===== config.mk =====
export PLATFORM = sky130hd
export DESIGN_NAME = cpuc_branch_unit
export DESIGN_NICKNAME = d
export VERILOG_FILES = /design/src/rtl/cpuc_branch_unit.sv
export SDC_FILE = /design/constraint.sdc
export NUM_CORES = 1
export LEC_CHECK = 0
export CAP_MARGIN = 30
export CORE_MARGIN = 5
export CORE_UTILIZATION = 44
export DETAILED_ROUTE_END_ITERATION = 8
export MAX_ROUTING_LAYER = met4
export PLACE_DENSITY = 0.75
export SKIP_CTS_REPAIR_TIMING = 1
export SYNTH_ARGS = -nofsm -noshare
export SYNTH_HDL_FRONTEND = slang
export SYNTH_SLANG_ARGS = --single-unit
export TNS_END_PERCENT = 10

===== constraint.sdc =====
create_clock -name clk -period 1.7 [get_ports clk]
set_input_delay 0.34 -clock clk [delete_from_list [all_inputs] [get_ports clk]]
set_output_delay 0.34 -clock clk [all_outputs]
set_load 0.01 [all_outputs]

===== src/rtl/cpuc_branch_unit.sv =====
// cpuc_branch_unit: owns the CPUC program counter. Accepts one branch/step op
// per handshake, registers the equality flag from the compare stage, resolves
// taken/not-taken one cycle later, and pulses flush_out for one cycle after a
// taken branch so fetch can drop the wrong-path word.
module cpuc_branch_unit #(
    parameter int          DATA_WIDTH = 8,
    parameter int          ADDR_WIDTH = 8,
    parameter int unsigned RESET_PC   = 0,
    parameter int          CNT_WIDTH  = 16
) (
    input  logic                  clk,
    input  logic                  rst,
    input  logic                  op_valid_in,
    output logic                  op_ready_out,
    input  logic [1:0]            br_op_in,
    input  logic [ADDR_WIDTH-1:0] br_target_in,
    input  logic [DATA_WIDTH-1:0] eq_result_in,
    output logic [ADDR_WIDTH-1:0] pc_out,
    output logic                  flush_out,
    output logic [CNT_WIDTH-1:0]  taken_cnt_out,
    output logic                  eq_err_out
);

    typedef enum logic [1:0] {
        ST_IDLE  = 2'd0,
        ST_EXEC  = 2'd1,
        ST_FLUSH = 2'd2
    } state_t;

    typedef enum logic [1:0] {
        OP_STEP = 2'b00,
        OP_JMP  = 2'b01,
        OP_JEQ  = 2'b10,
        OP_JNE  = 2'b11
    } br_op_t;

    localparam logic [ADDR_WIDTH-1:0] PC_RST  = ADDR_WIDTH'(RESET_PC);
    localparam logic [CNT_WIDTH-1:0]  CNT_MAX = {CNT_WIDTH{1'b1}};

    state_t                  state_q,  state_d;
    br_op_t                  op_q,     op_d;
    logic [ADDR_WIDTH-1:0]   target_q, target_d;
    logic                    eq_flag_q, eq_flag_d;
    logic [ADDR_WIDTH-1:0]   pc_q,     pc_d;
    logic                    ready_q,  ready_d;
    logic                    flush_q,  flush_d;
    logic [CNT_WIDTH-1:0]    cnt_q,    cnt_d;
    logic                    err_q,    err_d;
    logic                    taken;
    logic                    eq_all_ones;
    logic                    eq_all_zero;

    assign eq_all_ones = &eq_result_in;
    assign eq_all_zero = ~|eq_result_in;

    // Next-state and next-output computation for the IDLE/EXEC/FLUSH sequencer.
    always_comb begin
        // NOTE: every variable gets a default first so no path leaves it unassigned (no latches).
        state_d   = state_q;
        op_d      = op_q;
        target_d  = target_q;
        eq_flag_d = eq_flag_q;
        pc_d      = pc_q;
        cnt_d     = cnt_q;
        err_d     = err_q;
        taken     = 1'b0;

        case (state_q)
            ST_IDLE: begin
                if (op_valid_in && ready_q) begin
                    op_d      = br_op_t'(br_op_in);
                    target_d  = br_target_in;
                    // A malformed word (neither all-ones nor zero) reads as "not equal".
                    eq_flag_d = eq_all_ones;
                    err_d     = err_q | (~eq_all_ones & ~eq_all_zero);
                    state_d   = ST_EXEC;
                end
            end
            ST_EXEC: begin
                case (op_q)
                    OP_STEP: taken = 1'b0;
                    OP_JMP:  taken = 1'b1;
                    OP_JEQ:  taken = eq_flag_q;
                    OP_JNE:  taken = ~eq_flag_q;
                    default: taken = 1'b0;
                endcase
                // Step wraps modulo 2^ADDR_WIDTH; a wrap is not a branch.
                pc_d = taken ? target_q : pc_q + ADDR_WIDTH'(1);
                if (taken && (cnt_q != CNT_MAX)) begin
                    cnt_d = cnt_q + CNT_WIDTH'(1);
                end
                state_d = taken ? ST_FLUSH : ST_IDLE;
            end
            ST_FLUSH: begin
                state_d = ST_IDLE;
            end
            default: begin
                state_d = ST_IDLE;
            end
        endcase

        // Outputs are registered from the next state so they line up with it.
        ready_d = (state_d == ST_IDLE);
        flush_d = (state_d == ST_FLUSH);
    end

    // State and output registers; synchronous reset discards any pending op.
    always_ff @(posedge clk) begin
        // NOTE: reset here is synchronous active-high, so it is sampled only on the clock edge.
        if (rst) begin
            state_q   <= ST_IDLE;
            op_q      <= OP_STEP;
            target_q  <= '0;
            eq_flag_q <= 1'b0;
            pc_q      <= PC_RST;
            ready_q   <= 1'b1;
            flush_q   <= 1'b0;
            cnt_q     <= '0;
            err_q     <= 1'b0;
        end else begin
            // NOTE: sequential state uses non-blocking assignments so all flops update together.
            state_q   <= state_d;
            op_q      <= op_d;
            target_q  <= target_d;
            eq_flag_q <= eq_flag_d;
            pc_q      <= pc_d;
            ready_q   <= ready_d;
            flush_q   <= flush_d;
            cnt_q     <= cnt_d;
            err_q     <= err_d;
        end
    end

    assign op_ready_out  = ready_q;
    assign pc_out        = pc_q;
    assign flush_out     = flush_q;
    assign taken_cnt_out = cnt_q;
    assign eq_err_out    = err_q;

endmodule


==> impl_results.md <==
* Final Slew Violations at 0
* Worst path cell trace: buf_4 -> clkdlybuf4s50_1
* Crit share post-route at 0.968
* Clock tree buffer depth at 2
* Residual DRC at 0
* Kind of critical path: reg2out
* Die area at 6020 um2
* H-tree depth at 2
* Fmax at 608 MHz
* Chip Width at 77.6 um
* Crit path capture type: primary output
* Gr usage total at 0.177
* GPL Wtd Cong at 0.872
* Hold Slack at 0.451 ns
* CP max FO at 6
* Hold Fails Final Rpt at 0
* Pre-Repair DR Iteration Count at 4
* Largest net degree at the start of global routing at 47
* Syn avg cell area at 8.24 um2
* Fin Setup TNS at 0 ns
* Total CTS buffers at 5
* Synth-to-layout area growth at 39.3%
* Clock-pin slew on the worst setup and hold paths at 0.07 ns
* Wire per inst at 14.0 um
* Vias in the first global route at 1,982
* Setup WS pre-CTS at -0.0201 ns
* CP required at 1.36 ns
* Worst min path class: reg2reg
* Top post-synthesis cells by area: dfxtp_1 (40%), a21oi_1 (7.2%), nand2_1 (5.6%)
* Power Total at 1.78 mW
* PD cells at 635 nW/um2
* Async SR Flop Fraction at 0
* Number of antenna violations at the first check in global routing at 0
* Synth area leader: dfxtp_1
* Final min period at 1.65 ns
* Top FF cell, synth: dfxtp_1
* Avg Vias per Cell at 5.65
* Clock Latency Late Sink at 0.28 ns
* Status: completed
* Cell family with most CP delay: buffers and inverters
* YS warnings at 0
* CP Data Arrival Time at 1.31 ns
* Clock skew at 0.00383 ns
* Final wirelength at 5050 um
* Synthesized cell area at 2010 um2
* Ports at 48
* Number of synthesized register bits at 40
* Num rows at 24
* Startpoint type of the worst setup path: register
* First-pass GRT wire length at 8770 um
* Routed Antenna Nets at 0
* Initial Utilization at 0.459
* Core area at 4380 um2
* CTS tree: built
* RSZ-0062 raised after global routing: true
* Antenna cells at 0
* Hpwl dp at 3720 um
* Worst vdd ir at 0.595 mV
* DIE HEIGHT at 77.6 um
* Root Driver: clkbuf_8
* Share of layout cells above drive strength 1 at 0.162
* EDFF count, synth at 0
* Port bufs at 47
* Vias at 2,038
* Nets at 332
* Share of the synthesized area in the top cell type at 0.398
* Worst-margin pin slew at 0.391 ns
* Synthesized Nets at 267
* CP peak stage delay at 0.54 ns
* Commonest cells after routing, fill and taps aside: clkdlybuf4s50_1 (44), dfxtp_1 (36), nand2_1 (30)
* GRT overflow at 0
* Pleak at 1.05 nW
* Slowest library cell on the worst path: clkdlybuf4s50_1
* CTS sink cnt at 40
* Crit path buffers/inverters at 2
* 1st-iter DRT viols at 144
* Seq/Total Area, Yosys at 0.398
* Synth Instances at 244
* Netlist cell types at 45
* Final setup vio count at 0
* Max cap viols at 0
* Commonest non-fill, non-tap cell in the layout: clkdlybuf4s50_1
* Post-layout worst setup margin at 0.0542 ns
* Worst slew margin at 0.738
[registers in the layout, summed over array words and instances (netlist names)]
name,cells
target_q,8
op_ready_out,1
flush_out,1
eq_flag_q,1
pc_out,8
state_q,2
eq_err_out,1
taken_cnt_out,16
op_q,2
[worst paths after layout]
| kind | startpoint | endpoint | slack, ns | cells past startpoint |
|---|---|---|---|---|
| min reg2reg | eq_err_out | eq_err_out | 0.45 | 2 |
| max | taken_cnt_out[13] | taken_cnt_out[13] | 0.05 | 2 |
| max reg2reg | state_q[1] | taken_cnt_out[11] | 0.07 | 4 |
| min | eq_err_out | eq_err_out | 0.45 | 2 |
[per-stage QoR]
step | utilization | instance area [um2] | instances
floorplan | - | 2010 | 244
global placement | 0.611 | 2680 | 354
detailed placement | 0.611 | 2680 | 354
CTS | 0.628 | 2760 | 361
global route | 0.639 | 2800 | 361
finish | 0.639 | 2800 | 361
[kinds of logic (layout without fill, tap and decap cells)]
kind of cell    after synthesis  after routing  share of synthesized area
compound gates               68             68                      0.220
buf+inv                      19             84                     0.0436
fa+ha+maj                     2              2                     0.0124
flops                        40             40                      0.398
simple gates                109            109                      0.292
mux                           6              6                     0.0336
[area by class of cell]
cell class                      count  area (um2)
Fill cell                         397        1580
Multi-Input combinational cell    185        1150
Sequential cell                    40         806
Timing Repair Buffer               72         678
Clock buffer                        6        72.6
Tap cell                           52        65.1
Inverter                            5        18.8
Clock inverter                      1        5.00
[worst min-delay path: stages, from the launching register on]
cell and delay, ns:
dfxtp_1 0.31, inv_1 0.04, a21oi_1 0.05
[power by group]
group          internal (mW)  switching, mW
Sequential             0.963         0.0190
Clock                  0.279          0.305
Combinational          0.111         0.0997
Total                   1.35          0.424
[routing by layer]
metal,global-route usage,wire length (um)
met1,0.228,2410
met2,0.277,2420
met3,0.0359,169
met4,0.0550,53
met5,-,0
[synth_stat cells (5+ instances only)]
cell / instances
a21oi_1: 29
and3_1: 5
clkbuf_1: 8
dfxtp_1: 40
inv_1: 5
mux2_2: 6
nand2_1: 30
nand3_1: 9
nand4_1: 6
nor2_1: 15
nor2b_1: 6
nor3_1: 7
nor4_1: 8
o21ai_0: 11
o31ai_1: 6
or4_1: 5
Note: power is estimated with default switching activity, not from simulation.
